===== src/rtl/wash_plant.sv =====
// rtl/wash_plant.sv - drum and sensor responder for the wash controller
// Optional protocol checking is enabled by defining WASH_PLANT_FAULT_EN.
module wash_plant #(
    parameter int WASH_CYC    = 8,
    parameter int RINSE_CYC   = 4,
    parameter int DRY_CYC     = 6,
    parameter int LARGE_EXTRA = 4,
    parameter int WET_MAX     = 2
) (
    input  logic       CLK,
    input  logic       nRESET,
    input  logic       LOAD,
    input  logic       LOADSIZE,
    input  logic [2:0] SOILIN,
    input  logic       UNLOAD,
    input  logic       MEDIUMOut,
    input  logic       LARGEOut,
    input  logic       WASH,
    input  logic       RINSE,
    input  logic       DRY,
    output logic       MEDIUMIn,
    output logic       LARGEIn,
    output logic       DIRTY,
    output logic       WET,
    output logic       WDONE,
    output logic       RDONE,
    output logic       DDONE,
    output logic       FAULT
);

    typedef enum logic [1:0] {PH_NONE, PH_WASH, PH_RINSE, PH_DRY} phase_t;

    localparam logic [12:0] WASH_L   = 13'(WASH_CYC);
    localparam logic [12:0] RINSE_L  = 13'(RINSE_CYC);
    localparam logic [12:0] DRY_L    = 13'(DRY_CYC);
    localparam logic [12:0] LARGE_X  = 13'(LARGE_EXTRA);
    localparam logic [3:0]  WET_FULL = 4'(WET_MAX);

    phase_t      prev_q;
    phase_t      act;
    logic        occ_m;
    logic        occ_l;
    logic [2:0]  soil;
    logic [3:0]  wet;
    logic [11:0] timer;
    logic [11:0] tcur;
    logic [11:0] timer_nxt;
    logic        fault;
    logic        fault_now;
    logic        wdone_q;
    logic        rdone_q;
    logic        ddone_q;
    logic [1:0]  nph;
    logic        any_phase;
    logic        occupied;
    logic        done;
    logic [12:0] base;
    logic [12:0] len;

    always_comb begin
        nph       = {1'b0, WASH} + {1'b0, RINSE} + {1'b0, DRY};
        any_phase = WASH | RINSE | DRY;
        occupied  = occ_m | occ_l;
        fault_now = 1'b0;
        act       = PH_NONE;
`ifdef WASH_PLANT_FAULT_EN
        fault_now = (nph > 2'd1) || (any_phase && !occupied) ||
                    (MEDIUMOut && LARGEOut) ||
                    (occupied && ((MEDIUMOut && !occ_m) || (LARGEOut && !occ_l)));
        if (nph == 2'd1 && !fault && !fault_now) begin
            act = WASH ? PH_WASH : (RINSE ? PH_RINSE : PH_DRY);
        end
`else
        if (WASH) begin
            act = PH_WASH;
        end else if (RINSE) begin
            act = PH_RINSE;
        end else if (DRY) begin
            act = PH_DRY;
        end
`endif
        case (act)
            PH_WASH:  base = WASH_L;
            PH_RINSE: base = RINSE_L;
            PH_DRY:   base = DRY_L;
            default:  base = 13'd1;
        endcase
        len = base + (occ_l ? LARGE_X : 13'd0);
        // A phase change counts this edge as the first edge of the new phase.
        tcur      = (act == prev_q) ? timer : 12'd0;
        done      = (act != PH_NONE) && ({1'b0, tcur} == len - 13'd1);
        timer_nxt = (act == PH_NONE || done) ? 12'd0 : tcur + 12'd1;
    end

    always_ff @(posedge CLK) begin
        if (!nRESET) begin
            prev_q  <= PH_NONE;
            occ_m   <= 1'b0;
            occ_l   <= 1'b0;
            soil    <= 3'd0;
            wet     <= 4'd0;
            timer   <= 12'd0;
            fault   <= 1'b0;
            wdone_q <= 1'b0;
            rdone_q <= 1'b0;
            ddone_q <= 1'b0;
        end else begin
            prev_q  <= act;
            timer   <= timer_nxt;
            fault   <= fault | fault_now;
            wdone_q <= done && (act == PH_WASH);
            rdone_q <= done && (act == PH_RINSE);
            ddone_q <= done && (act == PH_DRY);
            if (UNLOAD && wet == 4'd0 && !any_phase) begin
                occ_m <= 1'b0;
                occ_l <= 1'b0;
                soil  <= 3'd0;
            end else if (LOAD && !UNLOAD && !occupied && !any_phase) begin
                occ_m <= !LOADSIZE;
                occ_l <= LOADSIZE;
                soil  <= SOILIN;
                wet   <= 4'd0;
            end else if (done && occupied) begin
                case (act)
                    PH_WASH: wet <= WET_FULL;
                    PH_RINSE: begin
                        wet  <= WET_FULL;
                        soil <= (soil == 3'd0) ? 3'd0 : soil - 3'd1;
                    end
                    PH_DRY:  wet <= (wet == 4'd0) ? 4'd0 : wet - 4'd1;
                    default: wet <= wet;
                endcase
            end
        end
    end

    assign MEDIUMIn = occ_m;
    assign LARGEIn  = occ_l;
    assign DIRTY    = (soil != 3'd0) && (occ_m | occ_l);
    assign WET      = (wet != 4'd0) && (occ_m | occ_l);
    assign WDONE    = wdone_q;
    assign RDONE    = rdone_q;
    assign DDONE    = ddone_q;
    assign FAULT    = fault;

endmodule

===== config.mk =====
export PLATFORM = sky130hd
export DESIGN_NAME = wash_plant
export DESIGN_NICKNAME = d
export VERILOG_FILES = /design/src/rtl/wash_plant.sv
export SDC_FILE = /design/constraint.sdc
export NUM_CORES = 1
export LEC_CHECK = 0
export ABC_AREA = 1
export BUFFER_PORTS_ARGS = -buffer_cell sky130_fd_sc_hd__buf_4
export CORE_MARGIN = 1
export CORE_UTILIZATION = 46
export DETAILED_ROUTE_END_ITERATION = 10
export PLACE_DENSITY = 0.71
export SYNTH_ARGS = -nofsm -noshare
export SYNTH_HDL_FRONTEND = slang
export SYNTH_SLANG_ARGS = --single-unit
export TNS_END_PERCENT = 30

===== constraint.sdc =====
create_clock -name CLK -period 3.1 [get_ports CLK]
set_input_delay 0.155 -clock CLK [delete_from_list [all_inputs] [get_ports CLK]]
set_output_delay 0.155 -clock CLK [all_outputs]
set_load 0.005 [all_outputs]

Word-level counts from Yosys, hierarchy flattened
Index checks and enable logic that the tools add are counted.
{ "classes": {"n_addsub": 5, "n_eq_ne": 5, "n_mux": 14, "bitwise": 5, "reduce_logical": 31} }
{ "op_table": {"columns": ["op", "n"], "rows": [
  ["$mux W3", 5],
  ["$add A13 B3 Y13", 1],
  ["$eq A12 B13 Y1", 1],
  ["$sub A13 B1 Y13 const B", 1],
  ["$add A12 B1 Y12 const B", 1],
  ["$logic_and A1 B1 Y1", 12],
  ["$mux W12", 1],
  ["$mux W4", 3],
  ["$pmux W4 S3", 1],
  ["$pmux W4 S2", 1],
  ["$mux W2", 3],
  ["$reduce_bool A2 Y1", 3],
  ["$reduce_bool A3 Y1", 2],
  ["$reduce_or A2 Y1", 3],
  ["$eq A2 B2 Y1 const B", 2],
  ["$logic_not A1 Y1", 4],
  ["$logic_not A4 Y1", 1],
  ["$reduce_bool A4 Y1", 1],
  ["$sub A4 B1 Y4 const B", 1],
  ["$logic_not A3 Y1", 1],
  ["$or A1 B1 Y1", 3],
  ["$reduce_and A3 Y1", 1],
  ["$sub A3 B1 Y3 const B", 1],
  ["$eq A2 B1 Y1 const B", 1],
  ["5 further kinds", 6]
]} }
{ "totals": {"ff_bits": 26, "wordCells": 69} }

Longest topological paths before layout
Gate-level depths: netlist of run 1.
{ "depth": {"word_depth": 12, "ltp_mapped": 25, "mapped_depth_nobuf": 25} }

Least setup slack after synthesis of run 1
OpenSTA, ideal clock, no wires.
{ "synth_timing": {"kind": "input-to-reg", "startpoint": "in RINSE", "endpoint": "reg wet[0]", "arrival_time_ns": 2.714, "required_time_ns": 2.985, "slack_ns": 0.270, "stages": 20, "path_cell_list": "o21ai_2 -> inv_1 -> ha_1 -> o21ai_0 -> ha_1 -> inv_1 -> ha_1 -> inv_1 -> o21bai_1 -> inv_1 -> nand2_1 -> inv_1 -> ha_1 -> xnor2_1 -> nor2_2 -> nand3_1 -> nand2_2 -> nand3_1 -> nand2_1 -> nor2_1"} }
{ "synth_via": {"elab_chain_len": 11} }
{ "synth_lines": {"columns": ["item", "line_no", "text"], "rows": [
  ["start: declaration", "19", "input logic RINSE,"],
  ["$mux W2 *", "76", "end else if (RINSE) begin"],
  ["$mux W2 *", "74", "if (WASH) begin"],
  ["net act[1]", "40", "phase_t act;"],
  ["$eq A2 B2 Y1 or $eq A2 B1 Y1 (tied branches)", "82, 124", null],
  ["$pmux W4 S3", "82", "case (act)"],
  ["$add A13 B3 Y13", "88", "len = base + (occ_l ? LARGE_X : 13'd0);"],
  ["$sub A13 B1 Y13", "91", "done = (act != PH_NONE) && ({1'b0, tcur} == len - 13'd1);"],
  ["$eq A12 B13 Y1", "91", null],
  ["$logic_and A1 B1 Y1", "91", null],
  ["$logic_and A1 B1 Y1", "123", "end else if (done && occupied) begin"],
  ["$reduce_bool A2 Y1 (no line)", null, null],
  ["$reduce_and A3 Y1 (no line)", null, null],
  ["end signal: assignment", "130", "PH_DRY: wet <= (wet == 4'd0) ? 4'd0 : wet - 4'd1;"],
  ["end signal: assignment", "131", "default: wet <= wet;"],
  ["end: declaration", "44", "logic [3:0] wet;"]
]} }
The timed path passes the listed nets; every way through them passes the cells marked *. The select of a mux whose other input is x is not followed.
A chain may end at the register's enable or synchronous reset.

Final worst setup path of run 1
{ "layout_timing": {"startpoint": "in RINSE", "endpoint": "reg wet[2]"} }
Same word-level chain as after synthesis.

==> metrics.cfg, run 1 <==
[outcome]
status=completed

[sta]
slew_headroom_pct=54.5
finalSetupViolations=0
tightest_slew_ns=0.680
whs_ns=0.136
report.final.slew_viol_count=0
setup-tns-final_ns=0
finClkSkew_ns=0.00266
hold_viol_final=0
fmax_mhz=359
grt_setup_unrepaired=no
min_period_ns=2.78
fin_ws_ns=0.317
period_share_pct=89.8

[finish]
syn_to_final_growth_pct=14.9
layout_commonest_cell=nand2_1
num_antenna_cells=0
layout_common_cells=56 x nand2_1, 39 x inv_1, 38 x nor2_1, 31 x nand3_1, 26 x dfxtp_1
drive_gt1_share_pct=19.5
fillCellCount=376
final_util_pct=56.6
nets=328

[clock_tree]
cts_inserted_buffers=3
cts_tree=built
cts_setup_buffers=0
cts_buffer_depth=2
cts_sinks=26
cts_resized=0
postCtsHoldBufs=0
clk_pin_slew_ns=0.09
ctsHtreeMaxLevel=1
root_buffer=clkbuf_8
clkLatencyLatePin_ns=0.27

[floorplanning]
dieArea_mm2=0.00430
start_util_pct=49.3
rows=22
die_h_um=65.6
die_w_um=65.6
design.core.area_mm2=0.00377
num_io_pins=21

[logic_synthesis]
synth_cell_types=33
synth_edf_count=0
synth_area_mm2=0.00186
async_reset_ff_share_pct=0
syn_area_per_cell_um2=6.78
synthCells=274
yosysSeqAreaShare_pct=28.0
ys_warn_count=0
synth_ff_type=dfxtp_1
synth-seq-cells=26
syn_nets=303

[placement]
gp_congestion=0.780
port_buffers=17
hpwl_um=2900
place_worst_setup_slack_ns=-0.0129

[setup_path]
end_kind=flip-flop
cp.depth=23
worst_setup_path_start_kind=input port
worst_path_largest_cell_delay_ns=0.29
cp.arrival_ns=2.96
ff2ff_path_depth=17
cpMaxStageDelayCell=ha_1
cp_num_buf_inv=7
cpMostUsedCell=inv_1
crit_chain=buf_4, inv_2, nand2_2, nand2_4, inv_1, ha_1, o21ai_0, ha_1, inv_1, ha_1, inv_1, o21bai_1, inv_1, nand2_1, inv_1, ha_1, xnor2_1, nor2_2, nand3_1, nand2_2, nand3_1, nand2_1, nor2_1
crit_required_ns=3.28
path_class=in2reg
critPathTopFamily=adder cells
critPathMaxFanout=7

[route]
via_count=1736
drcViolationCount=0
via_per_inst=5.02
wl_um=3770
ant_nets=0
drtIter0Drc=82
wl_per_cell_um=10.9
drt_pass1_iterations=4

[power_and_ir_drop]
power.total_w=0.000775
leakagePower_nw=1.02
peakVddDrop_mv=0.238
p_per_area_mw_per_mm2=363

[run]
cap_violations=0

[global_routing]
antenna_found_initial=0
grt_pass1_vias=1534
grt_max_degree=18
grt_pass1_wl_um=6380
grt_overflow=0
grt_usage_pct=19.0

[min_path]
whs_path_depth=3
hold_path_class=in2reg

[report_power, final]
group	switching, W	internal (W)	leakage [nW]
registers	0.00000381	0.000339	0.211
clock network	0.000109	0.000173	0.0357
logic	0.0000929	0.0000571	0.770
total	0.000206	0.000569	1.02
[logic make-up (layout without fill, tap and decap cells)]
logic type / after synthesis / after routing / synth area share (%)
AO/OA/AOI/OAI: 26 / 26 / 8.49
XOR/XNOR: 4 / 4 / 1.89
adder cells (fa/ha/maj): 16 / 16 / 10.8
buffers and inverters: 45 / 69 / 10.1
flip-flops: 26 / 26 / 28.0
multiplexers: 2 / 2 / 1.21
other: 1 / 1 / 0.202
AND/OR/NAND/NOR: 154 / 154 / 39.3
[stage by stage]
stage,instance area [um^2],instances
2_1_floorplan,1860,274
3_3_place_gp,2060,342
3_5_place_dp,2060,342
4_1_cts,2140,346
5_1_grt,2140,346
6_report,2140,346
[sequential cells by signal (all words and copies together) (netlist names)]
register,cells
wet,4
DDONE,1
timer,12
soil,3
prev_q,2
LARGEIn,1
WDONE,1
MEDIUMIn,1
RDONE,1
[worst min-delay path, cell delays in order]
cell and delay (ns):
buf_4 0.13, nand2_1 0.06, nor2_1 0.03
[synthesized netlist by cell type (2+ instances only)]
master,count,area (um^2)
ha_1,16,200
nand2_1,56,210
nor3_2,2,20.0
nor2_2,2,12.5
xnor2_1,3,26.3
a21oi_2,4,35.0
nand3_1,31,155
nor2_4,2,22.5
mux2_2,2,22.5
nand4_1,6,37.5
nand2_2,9,56.3
o21ai_0,6,30.0
buf_6,2,22.5
nor2_1,38,143
a21oi_1,11,55.1
dfxtp_1,26,521
or2_2,3,18.8
inv_1,39,146
inv_2,2,7.51
[metal layers]
metal	vias up	routed length, um	track usage (%)
li1	922	-	-
met1	788	1860	23.5
met5	-	0	0
met3	4	104	3.65
met4	0	40	4.89
met2	22	1770	33.4
[final timing paths]
| kind | slack, ns | to | from |
|---|---|---|---|
| worst max register to register | 0.56 | wet[2] | LARGEIn |
| worst min-delay path | 0.14 | wet[1] | nRESET |
| worst max-delay path | 0.32 | wet[2] | RINSE |
| worst min register to register | 0.50 | timer[11] | timer[11] |
[area by class of cell]
type	count	area [um^2]	area share, %
Tap cell	48	60.1	2.81
Multi-Input combinational cell	203	1150	53.8
Clock inverter	1	30.0	1.41
Sequential cell	26	520	24.4
Clock buffer	3	41.3	1.93
Inverter	41	154	7.21
Timing Repair Buffer	24	180	8.44
Power figures use the tool's default switching activity.
==> inputs of run 2 (changes only) <==
ABC_AREA = unset   (was 1)
clock period = 3.2 ns   (was 3.1 ns; I/O delays follow)
==> metrics.cfg, run 2 <==
[outcome]
violations=setup timing
status=finished with violations

[min_path]
hp-start=LOADSIZE
holdPathEnd=LARGEIn
hold_path_class=in2reg
whs_path_depth=3  ; unchanged

[logic_synthesis]
synth_top_cells_by_count=39 x nor2_1, 26 x dfxtp_1, 21 x nand2_1
synth_xor_area_share_pct=6.57  ; +4.7 points
yosys-top-cells-area=dfxtp_1 26%, ha_1 10%, nor2_1 7.3%, xnor2_1 4.4%, nand2_1 3.9%
synth_compound_area_share_pct=22.0  ; +13 points
yosysSeqAreaShare_pct=26.0  ; -2.0 points
synth-simple-area-share_pct=29.9  ; -9.4 points
yosysTopAreaCellShare_pct=26.0  ; -2.0 points
yosys.area.top_type=dfxtp_1
syn_area_per_cell_um2=7.90  ; +17%
ys_warn_count=0  ; unchanged
synth_ff_type=dfxtp_1
synthAdderAreaFrac_pct=10.0  ; -0.76 points
async_reset_ff_share_pct=0  ; unchanged
synth_area_mm2=0.00200  ; +7.6%
synthMuxAreaShare_pct=0.501  ; -0.71 points
synth_cell_types=60  ; +82%
synthCells=253  ; -7.7%
synth_top_family_by_area=simple AND/OR/NAND/NOR gates
syn_nets=282  ; -6.9%
synth.most_common_cell=nor2_1
synth-seq-cells=26  ; unchanged
synth_edf_count=0  ; unchanged

[setup_path]
path_class=in2reg
worst_path_largest_cell_delay_ns=0.42  ; +0.13 ns
critPathTopFamily=compound AO/OA/AOI/OAI gates
ff2ff_path_depth=16  ; -1
critPathMaxFanout=5  ; -2
cpMostUsedCell=ha_4
r2r_start=LARGEIn
r2r_slack_ns=0.08  ; -0.48 ns
end_kind=flip-flop
setup.worst_path.start=RINSE
crit_required_ns=3.42  ; +0.14 ns
cpMaxStageDelayCell=a222oi_1
worst_setup_path_start_kind=input port
cp.arrival_ns=3.47  ; +0.51 ns
crit_chain=buf_12, inv_12, a21oi_4, inv_2, ha_4, o21ai_2, ha_2, inv_2, ha_4, a31o_4, a31oi_4, ha_4, buf_6, nand2b_4, a221o_1, a222oi_1, buf_4, buf_6, a31oi_4, a311o_1, a21oi_1
cp_num_buf_inv=7  ; unchanged
regToRegEndpoint=soil[1]

[route]
drcViolationCount=0  ; unchanged
drtIter0Drc=180  ; +120%
wl_per_cell_um=14.9  ; +36%
routed-wl-met2_um=2380  ; +35%
wl_um=5160  ; +37%
via_count=1922  ; +11%
m1WireLength_um=2480  ; +34%
ant_nets=0  ; unchanged
met3_length_um=185  ; +78%
drt_pass1_iterations=4  ; unchanged
via_per_inst=5.54  ; +10%
dr.max_layer_used=met4

[power_and_ir_drop]
peakVddDrop_mv=0.160  ; -33%
leakagePower_nw=1.02  ; +0.48%
p_per_area_mw_per_mm2=299  ; -17%

[clock_tree]
cts_inserted_buffers=3  ; unchanged
cts_tree=built
ctsHtreeMaxLevel=1  ; unchanged
cts_sinks=26  ; unchanged
cts_buffer_depth=2  ; unchanged
postCtsHoldBufs=0  ; unchanged
root_buffer=clkbuf_8
clkLatencyLatePin_ns=0.29  ; +0.02 ns
clk_pin_slew_ns=0.10  ; about the same

[global_routing]
grt_max_degree=17  ; -1
antenna_found_initial=0  ; unchanged
grt_overflow=0  ; unchanged
grt_usage_pct=25.0  ; +6.0 points
grt_pass1_wl_um=8600  ; +35%
grt_pass1_vias=1832  ; +19%

[placement]
port_buffers=17  ; unchanged
dp.cells=339  ; -0.88%
gp_congestion=0.941  ; +21%
place_worst_setup_slack_ns=-0.411  ; -0.398 ns
hpwl_um=3770  ; +30%

[floorplanning]
dieArea_mm2=0.00461  ; +7.4%
rows=23  ; +4.5%
design.core.area_mm2=0.00409  ; +8.4%
die_h_um=67.9  ; +3.6%
num_io_pins=21  ; unchanged
start_util_pct=48.9  ; -0.34 points
die_w_um=67.9  ; +3.6%

[sta]
setup-tns-final_ns=-0.646  ; -0.646 ns
tightest_slew_ns=0.646  ; -0.0341 ns
fmax_mhz=307
fin_ws_ns=-0.0534  ; -0.371 ns
min_period_ns=3.25
report.final.slew_viol_count=0  ; unchanged
finalSetupViolations=16  ; +16
whs_ns=0.137  ; +0.000325 ns
finClkSkew_ns=0.00785  ; +0.00519 ns
hold_viol_final=0  ; unchanged
slew_headroom_pct=56.5  ; +2.0 points
period_share_pct=102
grt_setup_unrepaired=yes

[finish]
final_util_pct=64.9  ; +8.2 points
layout_commonest_cell=buf_4
largest_reg_flops=12  ; unchanged
drive_gt1_share_pct=29.0  ; +9.5 points
largestRegisters=timer (12), wet (4), soil (3)
num_antenna_cells=0  ; unchanged
top_register=timer
stdcell_count=347  ; +0.29%
syn_to_final_growth_pct=32.5
layout_common_cells=42 x buf_4, 37 x nor2_1, 26 x dfxtp_1, 21 x nand2_1, 14 x nor3_1
nets=327  ; -0.30%

[run]
cap_violations=0  ; unchanged

[run 2: cell types whose count changed in the layout (fill, tap and decap cells not counted), moves of 4 or more]
| cell | delta |
|---|---|
| and2_1 | +6 |
| buf_4 | +18 |
| buf_6 | +6 |
| ha_1 | -5 |
| inv_1 | -30 |
| nand2_1 | -35 |
| nand2_2 | -8 |
| nand3_1 | -25 |
| nand4_1 | -4 |
| nor2b_1 | +6 |
| nor3_1 | +13 |
| xnor2_1 | +6 |
| xor2_1 | +4 |
[run 2: cell type report]
cell class | count | area [um^2]
Clock buffer | 4 | 55.1
Fill cell | 350 | 1440
Inverter | 14 | 65.1
Multi-Input combinational cell | 203 | 1530
Sequential cell | 26 | 520
Tap cell | 50 | 62.6
Timing Repair Buffer | 50 | 418
[run 2: logic make-up (layout without fill, tap and decap cells)]
kind of cell / Yosys count / after routing
AND/OR/NAND/NOR: 117 / 117
AO/OA/AOI/OAI: 53 / 53
flip-flops: 26 / 26
buffers and inverters: 24 / 68
adder cells (fa/ha/maj): 16 / 16
XOR/XNOR: 15 / 15
other: 1 / 1
multiplexers: 1 / 1
[run 2: worst max-delay path by stage]
stage	endpoint	slack, ns	cells past startpoint
CTS	timer[4]	-0.04	19
detailed placement	timer[4]	-0.41	20
global placement	timer[11]	-0.44	20
global route	soil[1]	-0.29	21
floorplan	wet[2]	-0.25	19
finish	soil[1]	-0.05	21
[run 2: timing repair]
action                                  in CTS  in global routing
hold endpoints to repair                     0                  0
endpoints found under the setup margin      19                 22
setup buffers                                2                  1
cloned                                       1                  0
gates resized for setup                     18                  8
pin swaps                                   14                 10
[run 2: metrics by stage]
stage / instance area, um^2 / power (W)
5_1_grt: 2650 / 0.000826
3_5_place_dp: 2430 / 0.000533
6_report: 2650 / 0.000794
3_3_place_gp: 2430 / 0.000530
2_1_floorplan: 2080 / 0.000453
4_1_cts: 2580 / 0.000778
[run 2: where the power goes]
group          total, W  internal [W]  switching, W
Sequential     0.000334      0.000327    0.00000721
Combinational  0.000231      0.000112      0.000119
Clock          0.000229      0.000111      0.000118
[run 2: routing by layer]
layer | global-route usage, % | up-vias
li1 | - | 989
met1 | 32.5 | 882
met2 | 41.3 | 40
met3 | 3.67 | 11
met4 | 9.11 | 0
met5 | 0 | -
[run 2: worst min-delay path, cell delays in order]
cell and delay, ns:
buf_4 0.08, a21oi_1 0.05, nor2_1 0.09
==> inputs of run 3 (changes only) <==
clock period = 3.29 ns   (was 3.2 ns; I/O delays follow)
==> metrics.cfg, run 3 (synthesized netlist as in run 2, its figures left out) <==
[finish]
stdcell_count=346  ; -0.29%
largest_reg_flops=12  ; unchanged
drive_gt1_share_pct=28.4  ; -0.58 points
nets=326  ; -0.31%
top_register=timer
layout_commonest_cell=buf_4
fillCellCount=353  ; +0.86%
largestRegisters=timer (12), wet (4), soil (3)
num_antenna_cells=0  ; unchanged
layout_common_cells=43 x buf_4, 36 x nor2_1, 26 x dfxtp_1, 21 x nand2_1, 14 x nor3_1
syn_to_final_growth_pct=30.4

[setup_path]
critPathMaxFanout=6  ; +1
r2r_start=LARGEIn
path_class=in2reg
ff2ff_path_depth=15  ; -1
r2r_slack_ns=0.08  ; about the same
end_kind=flip-flop
worst_setup_path_start_kind=input port
cp.arrival_ns=3.52  ; +0.05 ns
setup.worst_path.start=DRY
crit_required_ns=3.45  ; +0.03 ns

[clock_tree]
root_buffer=clkbuf_8
cts_buffer_depth=2  ; unchanged
cts_tree=built
clkLatencyLatePin_ns=0.28  ; about the same
ctsHtreeMaxLevel=1  ; unchanged
postCtsHoldBufs=0  ; unchanged
clk_pin_slew_ns=0.11  ; about the same
cts_inserted_buffers=3  ; unchanged
cts_sinks=26  ; unchanged

[floorplanning]
start_util_pct=48.9  ; unchanged
die_h_um=67.9  ; unchanged
rows=23  ; unchanged
design.core.area_mm2=0.00409  ; unchanged
die_w_um=67.9  ; unchanged
dieArea_mm2=0.00461  ; unchanged
num_io_pins=21  ; unchanged

[run]
cap_violations=0  ; unchanged

[global_routing]
grt_pass1_vias=1836  ; +0.22%
grt_overflow=0  ; unchanged
grt_max_degree=17  ; unchanged
grt_pass1_wl_um=8000  ; -6.9%
antenna_found_initial=0  ; unchanged
grt_usage_pct=22.9  ; -2.1 points

[sta]
fin_ws_ns=-0.0690  ; -0.0156 ns
tightest_slew_ns=0.596  ; -0.0502 ns
min_period_ns=3.36
fmax_mhz=298
finClkSkew_ns=0.0182  ; +0.0104 ns
finalSetupViolations=12  ; -4
hold_viol_final=0  ; unchanged
report.final.slew_viol_count=0  ; unchanged
grt_setup_unrepaired=yes
whs_ns=0.125  ; -0.0122 ns
slew_headroom_pct=59.9  ; +3.4 points
period_share_pct=102

[route]
via_per_inst=5.65  ; +2.1%
via_count=1956  ; +1.8%
drcViolationCount=0  ; unchanged
wl_per_cell_um=14.6  ; -1.6%
drtIter0Drc=114  ; -37%
wl_um=5060  ; -1.9%
ant_nets=0  ; unchanged
drt_pass1_iterations=4  ; unchanged

[placement]
dp.cells=339  ; unchanged
hpwl_um=3780  ; +0.37%
port_buffers=17  ; unchanged
gp_congestion=0.888  ; -5.6%

[power_and_ir_drop]
p_per_area_mw_per_mm2=289  ; -3.6%
peakVddDrop_mv=0.162  ; +1.3%
leakagePower_nw=1.00  ; -1.6%

[outcome]
status=finished with violations
violations=setup timing

[min_path]
hold_path_class=in2reg
hp-start=LOADSIZE
whs_path_depth=3  ; unchanged

run 3: cell count changes in the layout (fill, tap and decap cells not counted), moves of 2 or more:
cell | previous run | this run
o21ai_1 | 2 | 0
buf_6 | 6 | 4
a211oi_1 | 0 | 2
o21ai_2 | 1 | 3
a211oi_2 | 2 | 0
run 3: where the power goes:
group          internal, W  total [W]  switching [W]  leakage [nW]
combinational     0.000101   0.000210       0.000109         0.765
clock             0.000107   0.000218       0.000111        0.0288
sequential        0.000318   0.000325     0.00000683         0.210
total             0.000527   0.000753       0.000226          1.00
run 3: what timing repair did:
action,in CTS,in global routing
buffers inserted,2,0
resized for setup,12,11
setup endpoints to repair,14,22
endpoints found under the hold margin,0,0
gates cloned,1,0
pin swaps,10,13
run 3: cell type report:
class / instances / area, um^2 / area share [%]
multi-input combinational: 203 / 1500 / 57.6
clock buffer: 4 / 55.1 / 2.11
inverter: 14 / 65.1 / 2.50
tap: 50 / 62.6 / 2.40
timing repair buffer: 49 / 403 / 15.5
sequential: 26 / 520 / 20.0
run 3: worst paths after layout:
kind | to
worst min register to register | soil[1]
worst min-delay path | LARGEIn
worst max-delay path | timer[4]
worst max register to register | timer[4]
run 3: worst max-delay path, stage by stage:
cell and delay, ns:
buf_8 0.11, nor2_4 0.11, nor2_4 0.06, buf_6 0.12, ha_4 0.15, o21ai_2 0.11, ha_2 0.19, inv_2 0.05
ha_4 0.21, a31o_4 0.22, a31oi_1 0.14, ha_1 0.28, nand2b_4 0.15, o21ai_2 0.15, o21ai_2 0.08, a222oi_1 0.44
nand2_1 0.19, o311ai_4 0.34, buf_6 0.19, nor3_1 0.05
run 3: layer usage:
layer	up-vias	routed length (um)	share of wire [%]	GRT usage, %
met5	-	0	0	0
met4	0	68	1.3	8.33
met3	8	177	3.5	2.83
met2	46	2410	48	38.4
met1	909	2410	48	29.8
li1	993	-	-	-
run 3: per-stage QoR:
step / setup TNS, ns / area (um^2) / worst slack (ns) / utilization [%] / power, W
detailed placement: -6.91 / 2430 / -0.362 / 59.5 / 0.000519
floorplan: -1.54 / 2080 / -0.166 / - / 0.000441
global route: -4.21 / 2610 / -0.247 / 63.8 / 0.000784
CTS: 0 / 2550 / 0.00159 / 62.5 / 0.000746
finish: -0.633 / 2610 / -0.0690 / 63.8 / 0.000753
global placement: -6.36 / 2430 / -0.349 / 59.5 / 0.000515
